<file path="config.mk">
export PLATFORM = sky130hd
export DESIGN_NAME = seg7_reader
export DESIGN_NICKNAME = d
export VERILOG_FILES = /design/src/rtl/seg7_reader.sv
export SDC_FILE = /design/constraint.sdc
export NUM_CORES = 1
export LEC_CHECK = 0
export CORE_AREA = 2 2 70 72
export DETAILED_ROUTE_END_ITERATION = 10
export DIE_AREA = 0 0 72 74
export PLACE_DENSITY = 0.85
export SYNTH_ARGS = -nofsm -noshare
export SYNTH_HDL_FRONTEND = slang
export SYNTH_SLANG_ARGS = --single-unit
export TNS_END_PERCENT = 20
</file>
<file path="constraint.sdc">
create_clock -name clk -period 2.4 [get_ports clk]
set_input_delay 0.36 -clock clk [delete_from_list [all_inputs] [get_ports clk]]
set_output_delay 0.36 -clock clk [all_outputs]
set_load 0.1 [all_outputs]
</file>
<file path="src/rtl/seg7_reader.sv">
// seg7_reader: reads a time-multiplexed, active-low two-digit 7-segment bus,
// debounces each digit and converts the pair back to a 4-bit value with
// blank/error flags, delivered over a valid/ready handshake.
// Optional build macro: SEG7_READER_CHANGE_ONLY_EN (emit only results that
// differ from the last delivered one).
module seg7_reader #(
   parameter int unsigned STABLE_CYCLES = 4,
   parameter int unsigned CNT_W         = 8
) (
   input  logic       clk,
   input  logic       reset,
   input  logic [6:0] seg_in,
   input  logic [1:0] dig_sel,
   input  logic       out_ready,
   output logic       out_valid,
   output logic [3:0] out_value,
   output logic       out_blank,
   output logic       out_err
);

   localparam logic [1:0] S_COLLECT = 2'd0;
   localparam logic [1:0] S_EVAL    = 2'd1;
   localparam logic [1:0] S_EMIT    = 2'd2;

   localparam logic [6:0]       SEG_BLANK = 7'b1111111;
   localparam logic [CNT_W-1:0] CNT_MAX   = CNT_W'(STABLE_CYCLES);

   logic [1:0]       state;
   logic [1:0]       state_next;
   logic [8:0]       prev_pair;
   logic [8:0]       pair;
   logic             active;
   logic             same;
   logic [CNT_W-1:0] cnt;
   logic [CNT_W-1:0] cnt_next;
   logic             capture;
   logic [6:0]       ones_q;
   logic [6:0]       tens_q;
   logic             got_ones;
   logic             got_tens;
   logic [3:0]       dec_value;
   logic             dec_blank;
   logic             dec_err;
   logic             suppress;

   // Pattern to {legal, digit}; blank is reported as not legal here.
   function automatic logic [4:0] seg_decode(input logic [6:0] seg);
      logic [4:0] r;
      case (seg)
         7'b0000001: r = {1'b1, 4'd0};
         7'b1001111: r = {1'b1, 4'd1};
         7'b0010010: r = {1'b1, 4'd2};
         7'b0000110: r = {1'b1, 4'd3};
         7'b1001100: r = {1'b1, 4'd4};
         7'b0100100: r = {1'b1, 4'd5};
         7'b1100000: r = {1'b1, 4'd6};
         7'b0001111: r = {1'b1, 4'd7};
         7'b0000000: r = {1'b1, 4'd8};
         7'b0001100: r = {1'b1, 4'd9};
         default:    r = {1'b0, 4'd0};
      endcase
      return r;
   endfunction

   // Stability counter and capture strobe; idle outside COLLECT.
   always_comb begin
      pair     = {dig_sel, seg_in};
      active   = (dig_sel == 2'b01) || (dig_sel == 2'b10);
      same     = (pair == prev_pair);
      cnt_next = cnt;
      capture  = 1'b0;
      if (state != S_COLLECT || !active) begin
         cnt_next = '0;
      end else if (!same) begin
         cnt_next = CNT_W'(1);
      end else if (cnt != CNT_MAX) begin
         cnt_next = cnt + CNT_W'(1);
      end
      // capture only on the step into the saturated count, not while held there
      if (state == S_COLLECT && active && cnt_next == CNT_MAX && !(same && cnt == CNT_MAX)) begin
         capture = 1'b1;
      end
   end

   // Decode the captured digit pair in priority order.
   always_comb begin
      logic [4:0] o;
      logic [4:0] t;
      logic       ob;
      logic       tb;
      logic [4:0] sum;
      dec_value = 4'd0;
      dec_blank = 1'b0;
      dec_err   = 1'b0;
      o   = seg_decode(ones_q);
      t   = seg_decode(tens_q);
      ob  = (ones_q == SEG_BLANK);
      tb  = (tens_q == SEG_BLANK);
      sum = 5'(t[3:0]) * 5'd10 + 5'(o[3:0]);
      if ((!o[4] && !ob) || (!t[4] && !tb)) begin
         dec_err = 1'b1;
      end else if (ob && tb) begin
         dec_blank = 1'b1;
      end else if (ob || tb) begin
         dec_err = 1'b1;
      end else if (t[3:0] > 4'd1) begin
         dec_err = 1'b1;
      end else if (sum > 5'd15) begin
         dec_err = 1'b1;
      end else begin
         dec_value = sum[3:0];
      end
   end

`ifdef SEG7_READER_CHANGE_ONLY_EN
   logic [5:0] last_result;
   logic       last_valid;

   // Drop a result identical to the last one handed to the consumer.
   always_comb begin
      suppress = last_valid && ({dec_value, dec_blank, dec_err} == last_result);
   end

   // Remember the most recently delivered result.
   always_ff @(posedge clk) begin
      if (reset) begin
         last_result <= '0;
         last_valid  <= 1'b0;
      end else if (state == S_EMIT && out_valid && out_ready) begin
         last_result <= {out_value, out_blank, out_err};
         last_valid  <= 1'b1;
      end
   end
`else
   // Every completed digit pair is emitted.
   always_comb begin
      suppress = 1'b0;
   end
`endif

   // Next-state logic.
   always_comb begin
      state_next = state;
      case (state)
         S_COLLECT: if (got_ones && got_tens) state_next = S_EVAL;
         S_EVAL:    state_next = suppress ? S_COLLECT : S_EMIT;
         S_EMIT:    if (out_valid && out_ready) state_next = S_COLLECT;
         default:   state_next = S_COLLECT;
      endcase
   end

   // State register.
   always_ff @(posedge clk) begin
      if (reset) state <= S_COLLECT;
      else       state <= state_next;
   end

   // Sampling, digit capture and registered outputs.
   always_ff @(posedge clk) begin
      if (reset) begin
         prev_pair <= '0;
         cnt       <= '0;
         ones_q    <= SEG_BLANK;
         tens_q    <= SEG_BLANK;
         got_ones  <= 1'b0;
         got_tens  <= 1'b0;
         out_valid <= 1'b0;
         out_value <= 4'd0;
         out_blank <= 1'b0;
         out_err   <= 1'b0;
      end else begin
         prev_pair <= pair;
         cnt       <= cnt_next;
         if (capture) begin
            if (dig_sel == 2'b01) begin
               ones_q   <= seg_in;
               got_ones <= 1'b1;
            end else begin
               tens_q   <= seg_in;
               got_tens <= 1'b1;
            end
         end
         case (state)
            S_EVAL: begin
               if (suppress) begin
                  got_ones <= 1'b0;
                  got_tens <= 1'b0;
               end else begin
                  out_valid <= 1'b1;
                  out_value <= dec_value;
                  out_blank <= dec_blank;
                  out_err   <= dec_err;
               end
            end
            S_EMIT: begin
               if (out_valid && out_ready) begin
                  out_valid <= 1'b0;
                  got_ones  <= 1'b0;
                  got_tens  <= 1'b0;
               end
            end
            default: ;
         endcase
      end
   end

endmodule

</file>
==> results.py, run 1 <==
metrics = {
    "place": {
        "dp_slack_ns": -0.104,
        "dp_hpwl_um": 3950,
        "place_congestion": 0.939,
        "io_buffer_count": 18,
        "placed_area_sq_mm": 0.00275,
    },
    "yosys": {
        "syn_inst": 270,
        "synth_top_area_share_pct": 36.1,
        "synth_top_area_cell": "dfxtp_1",
        "synthArstFlopShare_pct": 0,
        "synth-edff-count": 0,
        "synth_cell_type_count": 48,
        "synthTopCellsByArea": "dfxtp_1, nor2_1, mux2i_1",
        "yosysSeqAreaShare_pct": 36.1,
        "synth_fp_nets": 290,
        "netlist_area_sq_mm": 0.00233,
        "ys_warn_count": 0,
        "ys_ff_latch": 42,
        "synthTopCellsByCount": "nor2_1, dfxtp_1, xor2_1",
        "syn_avg_cell_area_sq_um": 8.61,
        "yosysMostFrequentCell": "nor2_1",
        "ys.flop_type": "dfxtp_1",
    },
    "timing": {
        "finalSetupViolCount": 2,
        "hold-worst-slack_ns": 0.435,
        "fin_skew_ns": 0.00969,
        "rsz0062_at_grt": "yes",
        "tightest_slew_ns": 0.453,
        "finalMaxSlewViolations": 0,
        "fin_crit_sh_pct": 103,
        "hold_violations": 0,
        "period_needed_ns": 2.46,
        "slew_headroom_pct": 69.5,
        "fmax_mhz": 406,
        "fin_ws_ns": -0.0611,
    },
    "final_layout": {
        "antenna_cells": 0,
        "drive_above_1_share_pct": 24.7,
        "final_util_pct": 64.4,
        "areaGrowthSynthToFinish_pct": 27.4,
        "fin_area_sq_mm": 0.00296,
        "nNetsFinal": 331,
    },
    "clock_tree": {
        "clock_latency_ns": 0.30,
        "cts_made_buffers": 5,
        "cts_tree": "done",
        "clock_path_buffers": 2,
        "clkSlewWorstSetupHoldPaths_ns": 0.09,
        "cts_sinks": 42,
        "h-tree-depth": 2,
        "clock-root-buffer": "clkbuf_8",
    },
    "worst_setup_path": {
        "r2r_start": "ones_q[5]",
        "rrSetupSlack_ns": -0.06,
        "endpoint_kind": "flop",
        "cp.required_ns": 2.61,
        "path_class": "reg2reg",
        "slowest_delay_ns": 0.39,
        "path_buf_inv": 0,
        "arrival_ns": 2.67,
        "critPathLaunchType": "flop",
        "crit_slowest_cell": "or3b_4",
        "r2r_cells": 10,
        "cp_top_family": "compound AO/OA/AOI/OAI gates",
        "path_max_fanout": 3,
        "crit_chain": "or3b_4 > a21oi_2 > a31oi_1 > o21ai_2 > ha_1 > a21o_1 > a21oi_4 > xor2_2 > o211ai_1 > o31ai_1",
        "timing.rr.end": "out_value[3]",
    },
    "floorplan": {
        "die_h_um": 74,
        "rows": 25,
        "num_io_pins": 19,
        "core_sq_mm": 0.00460,
        "die-area_sq_mm": 0.00533,
        "die_w_um": 72,
        "start_util_pct": 50.6,
    },
    "flow_run": {
        "maxCapViolations": 0,
    },
    "grt": {
        "grt_pass1_wl_um": 9200,
        "grt_pass1_vias": 2025,
        "antenna_found_initial": 0,
        "grt_max_degree": 28,
        "grt_overflow": 0,
        "grt_use_total_pct": 22.2,
    },
    "routing": {
        "totalWireLength_um": 5670,
        "drtIter0Drc": 156,
        "drc": 0,
        "via_per_inst": 5.72,
        "antenna_left": 0,
        "wl_per_cell_um": 15.5,
        "routed-via-count": 2095,
        "firstDrtPassIters": 4,
    },
    "pwr": {
        "p_leak_nw": 1.19,
        "intPower_mw": 1.06,
        "p_seq_share_pct": 51.7,
        "pwr-share-comb_pct": 6.5,
        "power_mw": 1.37,
        "power_per_cell_area_mw_per_mm2": 463,
        "clockPowerShare_pct": 41.9,
        "vdd_drop_max_mv": 0.206,
        "switchingPower_uw": 313,
        "swShare_pct": 22.8,
    },
    "hold_path": {
        "hp-start": "got_tens",
        "hold_end": "state[0]",
        "hold_path_class": "reg2reg",
        "whs_path_depth": 2,
    },
    "outcome": {
        "failed_checks": "setup timing",
        "outcome": "finished with violations",
    },
}
==> through the flow <==
stage | std cells | setup TNS [ns]
final | 366 | -0.0667
after global placement | 358 | -0.529
after CTS | 366 | -0.0299
after global routing | 366 | -0.450
after detailed placement | 358 | -1.27
after floorplan | 270 | -0.00257
==> state kept, by name (all words and copies together) (netlist names) <==
name       flops
ones_q         7
out_err        1
cnt            8
out_value      4
out_valid      1
tens_q         7
out_blank      1
got_ones       1
state          2
prev_pair      9
got_tens       1
==> layout by cell type, fill, tap and decap left out, types with 2 or more instances in the layout <==
cell type	count
dfxtp_4	3
o31ai_1	2
and4_1	4
a21oi_1	9
a31oi_1	4
nand3b_1	4
o211ai_1	3
or4_1	2
o21a_1	2
clkdlybuf4s50_1	11
o21ai_1	2
dfxtp_2	4
nor3_1	5
or3_1	4
nand4_1	6
ha_1	4
dfxtp_1	35
xor2_1	14
and3_1	5
nand4_2	2
buf_4	39
nor4_1	3
clkbuf_8	5
mux2i_1	14
inv_1	10
ha_4	2
nand3_1	8
xnor2_1	7
nor2_1	43
nand2_1	10
o32ai_1	2
nor2b_1	11
nor4bb_1	2
==> cells by family (layout without fill, tap and decap cells) <==
family,Yosys count,after routing,share of synthesized area [%]
compound gates,36,36,10.4
mux,14,14,6.02
fa+ha+maj,8,8,4.63
xor+xnor,23,23,8.66
flops,42,42,36.1
buf+inv,28,70,5.22
simple gates,119,119,28.9
==> worst register-to-register path, cell delays in order (launching register included) <==
cell      delay [ns]
dfxtp_2         0.35
or3b_4          0.39
a21oi_2         0.13
a31oi_1         0.06
o21ai_2         0.21
ha_1            0.26
a21o_1          0.19
a21oi_4         0.17
xor2_2          0.20
o211ai_1        0.17
o31ai_1         0.25
==> power groups by stage <==
stage / Sequential (mW) / Combinational (mW) / Clock, mW
after floorplan: 0.727 / 0.0488 / 0
after global placement: 0.727 / 0.0855 / 0
after detailed placement: 0.728 / 0.0880 / 0
after CTS: 0.712 / 0.0894 / 0.583
after global routing: 0.710 / 0.0979 / 0.615
final: 0.708 / 0.0888 / 0.574
==> worst max-delay path by stage <==
stage / startpoint / endpoint / slack, ns / depth (start not counted)
finish: ones_q[5] / out_value[3] / -0.06 / 10
global route: ones_q[5] / out_value[3] / -0.17 / 10
CTS: tens_q[3] / out_value[3] / -0.03 / 10
detailed placement: dig_sel[1] / ones_q[0] / -0.10 / 9
global placement: dig_sel[1] / tens_q[3] / -0.07 / 10
floorplan: tens_q[3] / out_err / -0.003 / 11
==> cell type report <==
| cell class | instances | area (sq um) |
|---|---|---|
| clock buffer | 5 | 68.8 |
| clock inverter | 3 | 43.8 |
| fill | 355 | 1640 |
| inverter | 11 | 41.3 |
| multi-input combinational | 200 | 1460 |
| sequential | 42 | 857 |
| tap | 54 | 67.6 |
| timing repair buffer | 51 | 423 |
==> metal layers <==
layer	up-vias	GRT usage, %	share of wire (%)
li1	1023	-	-
met5	-	0	0
met2	55	37.3	49
met3	14	4.20	4.1
met1	1003	27.3	44
met4	0	11.1	2.8
==> what timing repair did <==
item,in CTS,in global routing
hold endpoints to repair,0,0
resized for setup,12,12
hold buffers,0,0
buffers inserted,0,0
endpoints found under the setup margin,5,5
pin swaps,7,11
No activity file was read; power rests on OpenSTA's default activity.
==> run 2: changes to the inputs <==
CORE_AREA = 2 2 67 69   (was 2 2 70 72)
DIE_AREA = 0 0 69 71   (was 0 0 72 74)
DONT_BUFFER_PORTS = 1   (was not set)
==> run 2 against run 1 <==
The run now ends clean; via count fell by 4.4%; wire length decreased by 4.3%; largest cell class unchanged; sequential power hardly changed.
==> results.py, run 2 (synthesis gave the netlist of run 1 again) <==
metrics = {
    "worst_setup_path": {
        "path_class": "reg2reg",
        "timing.rr.end": "out_value[2]",
        "rrSetupSlack_ns": 0.02,
        "cp.required_ns": 2.63,
        "endpoint_kind": "flop",
        "path_max_fanout": 4,
        "arrival_ns": 2.60,
        "critPathLaunchType": "flop",
        "r2r_cells": 10,
        "r2r_start": "tens_q[3]",
    },
    "grt": {
        "met2_usage_pct": 37.2,
        "grt_pass1_vias": 1861,
        "antenna_found_initial": 0,
        "gr-usage-met1_pct": 29.3,
        "grt_busiest_layer": "met2",
        "grt_pass1_wl_um": 8890,
        "grtUsageMet3_pct": 5.27,
        "grt_overflow": 0,
        "grt_max_degree": 43,
        "grt_use_total_pct": 22.7,
    },
    "timing": {
        "finalSetupViolCount": 0,
        "finalMaxSlewViolations": 0,
        "period_needed_ns": 2.38,
        "rsz0062_at_grt": "yes",
        "fin_skew_ns": 0.00683,
        "finalSetupTns_ns": 0,
        "hold_violations": 0,
        "fin_crit_sh_pct": 99.0,
        "fmax_mhz": 421,
        "tightest_slew_ns": 0.529,
        "slew_headroom_pct": 64.4,
    },
    "outcome": {
        "outcome": "finished, final reports clean",
    },
    "final_layout": {
        "final_cell_mix": "nor2_1, dfxtp_1, buf_4",
        "fin_area_sq_mm": 0.00275,
        "largest_register_ff_count": 9,
        "reg_top3": "prev_pair x9, cnt x8",
        "areaGrowthSynthToFinish_pct": 18.3,
        "nFillCells": 342,
        "max_flop_register": "prev_pair",
        "layout_commonest_cell": "nor2_1",
        "antenna_cells": 0,
        "drive_above_1_share_pct": 23.0,
        "nNetsFinal": 306,
    },
    "pwr": {
        "vdd_drop_max_mv": 0.215,
        "switchingPower_uw": 301,
        "power_per_cell_area_mw_per_mm2": 448,
        "p_seq_share_pct": 57.6,
        "swShare_pct": 24.4,
        "p_leak_nw": 1.08,
        "pwr-share-comb_pct": 3.9,
        "clockPowerShare_pct": 38.5,
        "intPower_uw": 931,
    },
    "clock_tree": {
        "cts_made_buffers": 5,
        "cts_sinks": 42,
        "h-tree-depth": 2,
        "clock_latency_ns": 0.31,
        "clkSlewWorstSetupHoldPaths_ns": 0.09,
        "cts_tree": "done",
        "clock-root-buffer": "clkbuf_8",
        "hold_buffers": 0,
        "clock_path_buffers": 2,
    },
    "routing": {
        "drtIter0Drc": 86,
        "firstDrtPassIters": 4,
        "drc": 0,
        "antenna_left": 0,
        "totalWireLength_um": 5420,
        "wl_per_cell_um": 16.0,
        "via_per_inst": 5.91,
        "routed-via-count": 2002,
    },
    "place": {
        "placed_area_sq_mm": 0.00251,
        "place_congestion": 0.917,
        "dp_hpwl_um": 3810,
        "io_buffer_count": 0,
    },
    "hold_path": {
        "hold_end": "state[0]",
        "hold_path_class": "in2reg",
        "whs_path_depth": 1,
        "hp-start": "reset",
    },
    "floorplan": {
        "core_sq_mm": 0.00420,
        "die-area_sq_mm": 0.00490,
        "die_w_um": 69,
        "num_io_pins": 19,
        "die_h_um": 71,
        "rows": 24,
        "start_util_pct": 55.3,
    },
    "flow_run": {
        "maxCapViolations": 0,
    },
}
==> run 2: changes by cell type in the layout (fill, tap and decap cells not counted), moves of 2 or more <==
| cell | before | now |
|---|---|---|
| dfxtp_1 | 35 | 37 |
| clkdlybuf4s50_1 | 11 | 0 |
| buf_4 | 39 | 24 |
| buf_6 | 0 | 2 |
==> run 2: critical path, cell delays in order (launching register included) <==
cell and delay (ns):
dfxtp_4 0.37, nand2b_4 0.15, or3_4 0.34, o22ai_2 0.14, and2_4 0.18, ha_4 0.20, ha_4 0.22, a21oi_4 0.15
xor2_2 0.16, o211ai_1 0.15, o31ai_1 0.24
==> run 2: power groups by stage <==
stage | Sequential, mW | Combinational, mW | Clock (mW)
floorplan | 0.727 | 0.0488 | 0
global placement | 0.727 | 0.0455 | 0
detailed placement | 0.728 | 0.0476 | 0
CTS | 0.712 | 0.0481 | 0.473
global route | 0.710 | 0.0524 | 0.504
finish | 0.709 | 0.0479 | 0.474
==> run 2: per-layer routing <==
metal | wire, um | vias to the layer above
li1 | - | 975
met1 | 2430 | 956
met2 | 2590 | 58
met3 | 267 | 13
met4 | 128 | 0
met5 | 0 | -
==> run 2: area by class of cell <==
cell class                      count  area [sq um]  area share [%]
Inverter                           11          41.3            1.50
Sequential cell                    42           852            31.0
Clock inverter                      3          21.3           0.773
Multi-Input combinational cell    200          1500            54.5
Tap cell                           52          65.1            2.36
Timing Repair Buffer               26           203            7.37
Clock buffer                        5          68.8            2.50
==> run 2: stage by stage <==
step / utilization (%) / hold slack [ns] / cells / setup WS, ns / power [mW]
2_1_floorplan: - / 0.422 / 270 / -0.00257 / 0.776
3_5_place_dp: 59.8 / 0.439 / 330 / -0.0266 / 0.776
3_3_place_gp: 59.8 / 0.428 / 330 / 0.0548 / 0.773
5_1_grt: 65.4 / 0.103 / 339 / -0.0925 / 1.27
4_1_cts: 62.9 / 0.114 / 339 / 0.00258 / 1.23
6_report: 65.4 / 0.117 / 339 / 0.0242 / 1.23
==> run 2: worst max-delay path by stage <==
stage	startpoint	to	slack, ns
final	tens_q[3]	out_value[2]	0.02
after detailed placement	tens_q[3]	out_value[1]	-0.03
after global routing	tens_q[3]	out_value[2]	-0.09
after global placement	tens_q[3]	out_value[2]	0.05
after floorplan	tens_q[3]	out_err	-0.003
after CTS	tens_q[3]	out_value[1]	0.003
==> run 2: repair_timing <==
| item | CTS | global route |
|---|---|---|
| pin swaps | 6 | 14 |
| resized for setup | 8 | 22 |
| buffers inserted | 1 | 1 |
| setup endpoints to repair | 5 | 8 |
==> run 3: changes to the inputs <==
SETUP_SLACK_MARGIN = 0.4   (was not set)
==> run 3 against run 2 <==
Non-clock buffer count rose by 7; register-to-register slack about the same; combinational power grew 4%; core utilization is 1.8 points higher; sequential share of layout area decreased by 0.63 points.
==> results.py, run 3 (synthesis gave the netlist of run 1 again) <==
metrics = {
    "clock_tree": {
        "cts_sinks": 42,
        "clock-root-buffer": "clkbuf_8",
        "h-tree-depth": 2,
        "clkSlewWorstSetupHoldPaths_ns": 0.09,
        "cts_made_buffers": 5,
        "hold_buffers": 0,
        "clock_path_buffers": 2,
        "cts_tree": "done",
        "clock_latency_ns": 0.31,
    },
    "floorplan": {
        "die_w_um": 69,
        "die_h_um": 71,
        "start_util_pct": 55.3,
        "rows": 24,
        "die-area_sq_mm": 0.00490,
        "num_io_pins": 19,
        "core_sq_mm": 0.00420,
    },
    "timing": {
        "fmax_mhz": 420,
        "fin_skew_ns": 0.0116,
        "finalSetupViolCount": 0,
        "period_needed_ns": 2.38,
        "finalMaxSlewViolations": 0,
        "rsz0062_at_grt": "yes",
        "slew_headroom_pct": 63.3,
        "fin_crit_sh_pct": 99.1,
        "hold-worst-slack_ns": 0.108,
        "tightest_slew_ns": 0.549,
        "hold_violations": 0,
    },
    "routing": {
        "totalWireLength_um": 5630,
        "wl_per_cell_um": 16.3,
        "firstDrtPassIters": 6,
        "via_per_inst": 6.04,
        "routed-via-count": 2089,
        "drtIter0Drc": 170,
        "drc": 0,
        "antenna_left": 0,
    },
    "hold_path": {
        "hold_path_class": "in2reg",
        "hp-start": "reset",
    },
    "flow_run": {
        "maxCapViolations": 0,
    },
    "final_layout": {
        "nNetsFinal": 313,
        "largest_register_ff_count": 9,
        "max_flop_register": "prev_pair",
        "reg_top3": "prev_pair x9, cnt x8",
        "areaGrowthSynthToFinish_pct": 21.6,
        "antenna_cells": 0,
        "nFillCells": 297,
        "layout_commonest_cell": "nor2_1",
        "final_cell_mix": "nor2_1, dfxtp_1, buf_4",
        "drive_above_1_share_pct": 26.2,
        "fin_area_sq_mm": 0.00283,
    },
    "pwr": {
        "power_per_cell_area_mw_per_mm2": 471,
        "vdd_drop_max_mv": 0.335,
        "p_leak_nw": 1.10,
    },
    "grt": {
        "grt_overflow": 0,
        "antenna_found_initial": 0,
        "grt_pass1_vias": 1968,
        "grt_pass1_wl_um": 9150,
        "grt_use_total_pct": 23.0,
        "grt_max_degree": 43,
    },
    "worst_setup_path": {
        "critPathLaunchType": "flop",
        "endpoint_kind": "flop",
        "arrival_ns": 2.60,
        "cp.required_ns": 2.62,
        "path_class": "reg2reg",
        "rrSetupSlack_ns": 0.02,
        "crit_chain": "or3b_4 > a21oi_2 > a31oi_1 > o21ai_1 > ha_1 > a21o_1 > a21oi_4 > xor2_2 > o211ai_1 > o31ai_1",
        "slowest_delay_ns": 0.39,
        "crit_path_start": "ones_q[5]",
        "crit_slowest_cell": "or3b_4",
        "r2r_start": "ones_q[5]",
        "path_max_fanout": 3,
    },
    "outcome": {
        "outcome": "finished, final reports clean",
    },
    "place": {
        "placed_area_sq_mm": 0.00253,
        "place_congestion": 0.898,
        "dp_hpwl_um": 3640,
        "io_buffer_count": 0,
    },
}
==> run 3: power by group <==
| group | switching (mW) | leakage (nW) | internal (mW) | total (mW) |
|---|---|---|---|---|
| Clock | 0.261 | 0.0514 | 0.311 | 0.572 |
| Sequential | 0.00696 | 0.340 | 0.703 | 0.710 |
| Combinational | 0.0252 | 0.713 | 0.0245 | 0.0497 |
==> run 3: worst max-delay path, delay by kind of cell, from the launching register on <==
kind / cells / cell delay (ns)
adders and majority gates: 1 / 0.26
AOI/OAI and AO/OA: 7 / 1.11
xor gates and xnor gates: 1 / 0.18
DFF: 1 / 0.35
and+or+nand+nor: 1 / 0.39
==> run 3: final timing paths <==
kind,endpoint,cells past startpoint
worst min-delay path,out_value[1],1
worst max-delay path,out_value[2],10
worst min register to register,state[0],2
worst max register to register,out_value[2],10
==> run 3: area by class of cell <==
cell class	count	area (sq um)	area share, %
Clock buffer	6	72.6	2.57
Multi-Input combinational cell	200	1500	53.1
Clock inverter	2	37.5	1.33
Inverter	11	46.3	1.64
Timing Repair Buffer	33	248	8.76
Sequential cell	42	858	30.3
Tap cell	52	65.1	2.30
==> run 3: timing repair <==
| action | in CTS | in global routing |
|---|---|---|
| setup endpoints to repair | 21 | 21 |
| pin swaps | 8 | 12 |
| buffers inserted | 8 | 0 |
| gates resized for setup | 14 | 19 |
==> run 3: per-layer routing <==
metal / GRT usage, % / up-vias / part of all wire [%]
met4: 10.2 / 0 / 2.4
met1: 27.8 / 996 / 41
met3: 6.27 / 20 / 6.3
met2: 38.4 / 86 / 50
met5: 0 / - / 0
li1: - / 987 / -
==> run 3: per-stage QoR <==
step / instances / utilization (%) / setup slack, ns / setup TNS [ns] / power [mW]
2_1_floorplan: 270 / - / 0.0458 / 0 / 0.776
3_3_place_gp: 330 / 60.2 / 0.0635 / 0 / 0.773
3_5_place_dp: 330 / 60.2 / -0.107 / -0.187 / 0.775
4_1_cts: 346 / 65.5 / 0.0295 / 0 / 1.33
5_1_grt: 346 / 67.3 / -0.116 / -0.452 / 1.37
6_report: 346 / 67.3 / 0.0208 / 0 / 1.33
